===== config.mk =====
export PLATFORM = sky130hd
export DESIGN_NAME = wb_burst_master
export DESIGN_NICKNAME = d
export VERILOG_FILES = /design/src/rtl/wb_burst_master.sv
export SDC_FILE = /design/constraint.sdc
export NUM_CORES = 1
export LEC_CHECK = 0
export CORE_ASPECT_RATIO = 0.75
export CORE_MARGIN = 2
export CORE_UTILIZATION = 49
export CTS_CLUSTER_SIZE = 14
export DETAILED_ROUTE_END_ITERATION = 10
export PLACE_DENSITY = 0.86
export RECOVER_POWER = 25
export SYNTH_ARGS = -nofsm -noshare
export SYNTH_HDL_FRONTEND = slang
export SYNTH_SLANG_ARGS = --single-unit

===== constraint.sdc =====
create_clock -name clk_i -period 2.9 [get_ports clk_i]
set_input_delay 0.435 -clock clk_i [delete_from_list [all_inputs] [get_ports clk_i]]
set_output_delay 0.435 -clock clk_i [all_outputs]
set_load 0.01 [all_outputs]

===== src/rtl/wb_burst_master.sv =====
// Wishbone classic burst master: splits one multi-word request into single-beat
// WB cycles at consecutive word addresses and returns gathered read data.
//
// state | meaning
// IDLE  | req_ready_o high, waiting for a request handshake
// STB   | cyc/stb asserted for the current beat, waiting for ack_i or watchdog expiry
// GAP   | one cycle with stb low between beats so the slave can drop its ack
// RESP  | response held on resp_* until resp_yumi_i
module wb_burst_master #(
    parameter int DATA_WIDTH   = 32,
    parameter int ADDR_WIDTH   = 16,
    parameter int SELECT_WIDTH = DATA_WIDTH / 8,
    parameter int MAX_BEATS    = 4,
    parameter int TIMEOUT      = 255
) (
    input  logic                            clk_i,
    input  logic                            reset_i,
    input  logic                            req_v_i,
    output logic                            req_ready_o,
    input  logic                            req_we_i,
    input  logic [ADDR_WIDTH-1:0]           req_addr_i,
    input  logic [SELECT_WIDTH-1:0]         req_sel_i,
    input  logic [$clog2(MAX_BEATS)-1:0]    req_len_i,
    input  logic [DATA_WIDTH*MAX_BEATS-1:0] req_data_i,
    output logic                            resp_v_o,
    input  logic                            resp_yumi_i,
    output logic [DATA_WIDTH*MAX_BEATS-1:0] resp_data_o,
    output logic                            resp_err_o,
    output logic [ADDR_WIDTH-1:0]           adr_o,
    output logic [DATA_WIDTH-1:0]           dat_o,
    output logic [SELECT_WIDTH-1:0]         sel_o,
    output logic                            we_o,
    output logic                            cyc_o,
    output logic                            stb_o,
    input  logic [DATA_WIDTH-1:0]           dat_i,
    input  logic                            ack_i
);

    localparam int LEN_W = $clog2(MAX_BEATS);
    localparam int OFF_W = $clog2(SELECT_WIDTH);
    localparam int WD_W  = $clog2(TIMEOUT + 1);
    localparam int BUS_W = DATA_WIDTH * MAX_BEATS;

    typedef enum logic [1:0] {S_IDLE, S_STB, S_GAP, S_RESP} state_t;

    state_t                  state;
    logic [ADDR_WIDTH-1:0]   base_addr;
    logic [LEN_W-1:0]        lat_len;
    logic [BUS_W-1:0]        wr_data;
    logic [LEN_W-1:0]        beat;
    logic [WD_W-1:0]         wdog_cnt;

    logic [LEN_W-1:0]        beat_nxt;
    logic [ADDR_WIDTH-1:0]   beat_addr;

    assign beat_nxt  = beat + LEN_W'(1);
    // Address wraps modulo 2^ADDR_WIDTH on purpose.
    assign beat_addr = base_addr + (ADDR_WIDTH'(beat) << OFF_W);

    always_ff @(posedge clk_i) begin
        if (reset_i) begin
            state       <= S_IDLE;
            req_ready_o <= 1'b1;
            resp_v_o    <= 1'b0;
            resp_err_o  <= 1'b0;
            resp_data_o <= '0;
            adr_o       <= '0;
            dat_o       <= '0;
            sel_o       <= '0;
            we_o        <= 1'b0;
            cyc_o       <= 1'b0;
            stb_o       <= 1'b0;
            base_addr   <= '0;
            lat_len     <= '0;
            wr_data     <= '0;
            beat        <= '0;
            wdog_cnt    <= '0;
        end else begin
            case (state)
                S_IDLE: begin
                    if (req_v_i && req_ready_o) begin
                        base_addr   <= req_addr_i & ~ADDR_WIDTH'(SELECT_WIDTH - 1);
                        lat_len     <= req_len_i;
                        wr_data     <= req_data_i;
                        resp_data_o <= '0;
                        resp_err_o  <= 1'b0;
                        beat        <= '0;
                        wdog_cnt    <= WD_W'(TIMEOUT - 1);
                        req_ready_o <= 1'b0;
                        cyc_o       <= 1'b1;
                        stb_o       <= 1'b1;
                        we_o        <= req_we_i;
                        sel_o       <= req_sel_i;
                        adr_o       <= req_addr_i & ~ADDR_WIDTH'(SELECT_WIDTH - 1);
                        dat_o       <= req_data_i[DATA_WIDTH-1:0];
                        state       <= S_STB;
                    end
                end
                S_STB: begin
                    if (ack_i) begin
                        if (!we_o)
                            resp_data_o[int'(beat)*DATA_WIDTH +: DATA_WIDTH] <= dat_i;
                        wdog_cnt <= WD_W'(TIMEOUT - 1);
                        stb_o    <= 1'b0;
                        if (beat == lat_len) begin
                            cyc_o    <= 1'b0;
                            we_o     <= 1'b0;
                            sel_o    <= '0;
                            adr_o    <= '0;
                            dat_o    <= '0;
                            resp_v_o <= 1'b1;
                            state    <= S_RESP;
                        end else begin
                            beat  <= beat_nxt;
                            state <= S_GAP;
                        end
                    end else if (wdog_cnt == '0) begin
                        // Abandon the remaining beats; captured read beats stay in the buffer.
                        resp_err_o <= 1'b1;
                        cyc_o      <= 1'b0;
                        stb_o      <= 1'b0;
                        we_o       <= 1'b0;
                        sel_o      <= '0;
                        adr_o      <= '0;
                        dat_o      <= '0;
                        resp_v_o   <= 1'b1;
                        state      <= S_RESP;
                    end else begin
                        wdog_cnt <= wdog_cnt - WD_W'(1);
                    end
                end
                S_GAP: begin
                    stb_o <= 1'b1;
                    adr_o <= beat_addr;
                    dat_o <= wr_data[int'(beat)*DATA_WIDTH +: DATA_WIDTH];
                    state <= S_STB;
                end
                S_RESP: begin
                    if (resp_yumi_i) begin
                        resp_v_o    <= 1'b0;
                        req_ready_o <= 1'b1;
                        state       <= S_IDLE;
                    end
                end
                default: state <= S_IDLE;
            endcase
        end
    end

endmodule


Yosys cells after proc, flatten, opt, wreduce, memory -nomap -nowiden
Index checks and enable logic that the tools add are counted.
{"block": "op_classes", "addsub": 4, "mul": 0, "n_div": 0, "n_lt_le_gt_ge": 0, "n_eq_ne": 14, "shift": 3, "mux": 53, "n_bitwise": 0, "reduce_logical": 18}
{"op": "2-to-1 mux 128 bit", "n": 3}
{"op": "case mux 128 bit (2 select lines)", "n": 1}
{"op": "bitwise mux 128 bit", "n": 1}
{"op": "2-to-1 mux 32 bit", "n": 4}
{"op": "variable shift 32 x 33 -> 128 bit, first input constant", "n": 1}
{"op": "indexed part select 128 x 8 -> 32 bit", "n": 1}
{"op": "indexed part select 32 x 33 -> 128 bit", "n": 1}
{"op": "case mux 32 bit (3 select lines)", "n": 1}
{"op": "2-to-1 mux 16 bit", "n": 4}
{"op": "case mux 16 bit (3 select lines)", "n": 1}
{"op": "negation 7 -> 33 bit", "n": 1}
{"op": "2-to-1 mux 8 bit", "n": 3}
{"op": "AND reduction 4 bit", "n": 6}
{"op": "adder 16 x 4 -> 16 bit", "n": 1}
{"op": "2-to-1 mux 4 bit", "n": 4}
{"op": "case mux 8 bit (2 select lines)", "n": 1}
{"op": "2-to-1 mux 1 bit", "n": 14}
{"op": "2-to-1 mux 2 bit", "n": 7}
{"op": "inequality test 2 bit, second input constant", "n": 7}
{"op": "AND reduction 3 bit", "n": 4}
{"op": "case mux 1 bit (2 select lines)", "n": 5}
{"op": "inequality test 3 bit, second input constant", "n": 3}
{"op": "logical NOT 8 bit", "n": 1}
{"op": "case mux 2 bit (4 select lines)", "n": 1}
{"op": "other kinds (13)", "n": 16}
{"block": "word_totals", "ff_bits": 342, "latchBits": 0, "ramBits": 0, "mem_bits_ro": 0, "in_bits": 188, "elab_cells": 108, "memories": 0}

Logic depth before layout (Yosys ltp)
{"block": "depth", "depth_word": 6, "depth_mapped": 9, "ltp_nobuf": 6}

Least setup slack after synthesis
No wires, ideal clock.
{"block": "synth_timing", "path_type": "reg2reg", "startpoint": "register beat[1]", "endpoint": "register resp_data_o[100]", "t_arrival_ns": 1.955, "required_time_ns": 2.830, "slack_ns": 0.875, "stages_incl_launch_ff": 9, "cell_sequence": "dfxtp_1 clkbuf_1 inv_1 ha_1 and4b_1 clkbuf_1 buf_1 nand3_1 a21oi_1"}
{"block": "synth_via", "elab_chain_cells": 6}
{"item": "from (decl)", "line": "50", "rtl": "logic [LEN_W-1:0] beat;"}
{"item": "from (signal assigned)", "line": "114", "rtl": "beat <= beat_nxt;"}
{"item": "negation 7 -> 33 bit (*)", "line": "102", "rtl": "resp_data_o[int'(beat)*DATA_WIDTH +: DATA_WIDTH] <= dat_i;"}
{"item": "indexed part select 32 x 33 -> 128 bit / variable shift 32 x 33 -> 128 bit (equally long branches)", "line": "102"}
{"item": "bitwise mux 128 bit (*)", "line": "102"}
{"item": "2-to-1 mux 128 bit (*)", "line": "101", "rtl": "if (!we_o)"}
{"item": "2-to-1 mux 128 bit (*)", "line": "100", "rtl": "if (ack_i) begin"}
{"item": "case mux 128 bit (2 select lines) (*)", "line": "79", "rtl": "case (state)"}
{"item": "to (signal, indexed assignment)", "line": "102"}
{"item": "to (decl)", "line": "27", "rtl": "output logic [DATA_WIDTH*MAX_BEATS-1:0] resp_data_o,"}
Every way passes the cells marked *; elsewhere a longest branch is shown, timed or not. The select of a mux whose other input is x is not followed.
A chain may end at the register's enable or synchronous reset.

Worst setup path in the final report
{"block": "layout_timing", "startpoint": "register state[1]", "endpoint": "register sel_o[2]"}
{"block": "layout_via", "elab_chain_cells": 3}
{"item": "from (decl)", "line": "46", "rtl": "state_t state;"}
{"item": "from (signal assigned)", "line": "62", "rtl": "state <= S_IDLE;"}
{"item": "from (signal assigned)", "line": "96", "rtl": "state <= S_STB;"}
{"item": "from (signal assigned)", "line": "112", "rtl": "state <= S_RESP;"}
{"item": "== test 2 x 1 -> 1 bit / logical NOT 2 bit (equally long branches)", "line": "79"}
{"item": "inequality test 3 bit (no source line) (tied with other cells)"}
{"item": "AND reduction 4 bit (no source line)"}
{"item": "to (signal assigned)", "line": "93", "rtl": "sel_o <= req_sel_i;"}
{"item": "to (decl)", "line": "31", "rtl": "output logic [SELECT_WIDTH-1:0] sel_o,"}
Parallel ways exist; a longest one is shown, timed or not.

==> metrics.cfg <==
[placement]
port_buffers=369
dp_hpwl_um=30100
gp_congestion=0.893
pre_cts_slack_ns=0.315
place_area_mm2=0.0180

[drt]
drt_iter0_drc=1055
wl_per_cell_um=19.1
postRouteAntennaNets=0
routed_via_density=5.88
wirelength_um=46400
vias=14300
drc=0
top_layer_used=met4
met1_length_um=18800
firstDrtPassIters=5
wl_met2_um=21400
met3WireLength_um=4060

[yosys]
yosysUniqueCellTypes=61
synthFlopType=dfxtp_1
synth-edff-count=0
synth-compound-area-share=0.202
muxShareOfSynthArea=0.0511
synth-xor-area-share=0.00495
ys_seq_area_frac=0.481
syn_area_mm2=0.0141
synthCells=1747
synth_fa_ha_area_frac=0.0129
synth-simple-area-share=0.196
synth-seq-cells=340
synth_top_family_by_area=compound AO/OA/AOI/OAI gates
async_flop_share=0
avgSynthCellArea_um2=8.10
yosysWarningCount=0

[global_route]
grt_max_degree=136
grt_overflow=0
grt_usage=0.291
grt_first_pass_wirelength_um=72000
antenna_found_initial=1
grt_pass1_vias=13600

[timing]
slew_headroom=0.400
setup_viol=0
finalHoldViolations=0
fmax_mhz=398
timing.final.ws_setup_ns=0.385
fin_crit_sh=0.867
drv_slew=0
fin_tns_setup_ns=0
clock_skew_ns=0.0173
worst_pin_slew_ns=0.897
min_period_ns=2.52
grt_setup_unrepaired=false

[worst_setup_path]
cpMaxStageDelayCell=a31oi_1
r2r_cells=6
arrival_ns=2.96
cp_cell_sequence=inv_1 > ha_1 > and2_1 > o21ai_4 > a31oi_1 > a22o_1
cp-start-kind=flip-flop
cp-end-kind=flip-flop
cp.required_ns=3.34
critPathTopFamily=compound AO/OA/AOI/OAI gates
critPathMaxFanout=29
r2r_slack_ns=0.38
critPathKind=flip-flop to flip-flop
path_buf_inv=1
critPathMaxStageDelay_ns=0.74
cp.depth=6

[clock_tree]
cts_htree_levels=2
numCtsBuffers=35
hold_buffers=0
tritoncts=yes
clock_path_buffers=3
postCtsSetupBuffers=0
cts_root_buf=clkbuf_16
cts.repair.resized=0
clkTransAtPathRegs_ns=0.06
clock_latency_ns=0.52
cts.sinks=340

[power_and_ir_drop]
ir_drop_v=0.000593
p_total_mw=17.0
p_per_area_mw_per_mm2=887
p_leak_nw=6.75

[final_layout]
final_cell_area_mm2=0.0191
fillers=2167
final_util=0.679
area_delta_synth_final_pct=35.2
final_nets=2223
final_layout_size_suffix_gt1_frac=0.0465

[die]
fp.dieH_um=151
die-area_mm2=0.0303
core_area_mm2=0.0282
row_count=53
start_util=0.502
die_x_um=200
io_pins=374

[hold_path]
worstHoldPathCells=2
hold_path.class=input pin to flip-flop

[job]
cap_viol_max_count=0

[status]
outcome=finished clean

## state kept, by name, indices dropped and copies added, names as in the netlist, 2 cells and up
| register | cells |
|---|---|
| resp_data_o | 128 |
| wr_data | 128 |
| dat_o | 32 |
| adr_o | 14 |
| base_addr | 14 |
| wdog_cnt | 8 |
| sel_o | 4 |
| beat | 2 |
| lat_len | 2 |
| state | 2 |
## synthesized netlist by cell type (5+ instances only)
cell type | count | area [um^2]
a311oi_1 | 9 | 78.8
buf_4 | 6 | 45.0
nand2_1 | 435 | 1630
a22o_1 | 5 | 43.8
clkbuf_1 | 117 | 439
o22ai_1 | 32 | 200
and3_1 | 7 | 43.8
a211oi_1 | 43 | 323
nand3_1 | 140 | 701
buf_6 | 5 | 56.3
inv_1 | 10 | 37.5
nand4_1 | 7 | 43.8
dfxtp_1 | 340 | 6810
nor3_1 | 10 | 50.1
o21ai_0 | 8 | 40.0
nor2_1 | 9 | 33.8
buf_2 | 14 | 70.1
nor4_1 | 8 | 50.1
a21oi_1 | 314 | 1570
buf_1 | 18 | 67.6
o211a_1 | 6 | 60.1
mux2i_1 | 70 | 701
a31oi_1 | 53 | 332
nor2b_1 | 8 | 50.1
ha_1 | 13 | 163
## final cells by class
class                           count  area [um^2]  area share
Tap cell                          385          482      0.0252
Clock buffer                       53         1050      0.0547
Timing Repair Buffer              397         4000       0.209
Inverter                           11         41.3     0.00216
Sequential cell                   340         6810       0.356
Antenna cell                        1         2.50    0.000131
Clock inverter                      7         91.3     0.00477
Multi-Input combinational cell   1236         6660       0.348
## path summary, 6_finish.rpt
kind                                       startpoint                  endpoint
worst max register to register  state[1]$_SDFFE_PP0P_     sel_o[2]$_SDFFE_PP0P_
worst max-delay path            state[1]$_SDFFE_PP0P_     sel_o[2]$_SDFFE_PP0P_
worst min register to register     cyc_o$_SDFFE_PP0P_        cyc_o$_SDFFE_PP0P_
worst min-delay path                          reset_i  wdog_cnt[5]$_SDFFE_PP0P_
## report_power, final
part,switching [mW],internal [mW]
Clock,1.83,2.67
Sequential,0.584,5.54
Combinational,3.99,2.36
Total,6.40,10.6
## worst register-to-register path, stage by stage (launching register included)
cell and delay, ns:
dfxtp_1 0.35, inv_1 0.12, ha_1 0.46, and2_1 0.28, o21ai_4 0.26, a31oi_1 0.75, a22o_1 0.23
## layout by cell type (no fill, tap or decap), types with 4 or more instances in the layout
| cell type | count |
|---|---|
| clkbuf_16 | 37 |
| o21ai_0 | 7 |
| nor2b_1 | 8 |
| nand2_1 | 435 |
| a31oi_1 | 53 |
| mux2i_1 | 70 |
| nand3_1 | 139 |
| a211oi_1 | 43 |
| dlygate4sd3_1 | 119 |
| clkbuf_8 | 6 |
| o211a_1 | 6 |
| inv_1 | 10 |
| xor2_1 | 4 |
| nor2_1 | 8 |
| a22o_1 | 5 |
| o22ai_1 | 32 |
| nor3_1 | 10 |
| buf_4 | 21 |
| o211ai_1 | 4 |
| and3_1 | 5 |
| ha_1 | 13 |
| buf_12 | 7 |
| a311oi_1 | 9 |
| dfxtp_1 | 339 |
| a21boi_0 | 4 |
| clkdlybuf4s50_1 | 249 |
| nand4_1 | 7 |
| clkbuf_1 | 10 |
| xnor2_1 | 4 |
| a21oi_1 | 314 |
| nor4_1 | 8 |
## per-stage QoR
stage / std cells / hold slack, ns
finish: 2430 / 0.366
global route: 2430 / 0.377
CTS: 2429 / 0.349
detailed placement: 2369 / 0.440
global placement: 2369 / 0.438
floorplan: 1748 / 0.436
## cell families after synthesis
family | after synthesis
compound gates | 495
xor+xnor | 8
fa+ha+maj | 14
buf+inv | 172
flops | 340
mux | 72
other cells | 1
simple gates | 645
## per-layer routing
| metal | GRT usage | vias to the layer above |
|---|---|---|
| met5 | 0 | - |
| met4 | 0.147 | 0 |
| met3 | 0.0686 | 144 |
| met2 | 0.466 | 717 |
| met1 | 0.371 | 6759 |
| li1 | - | 6665 |
(Power assumes the default switching activity.)
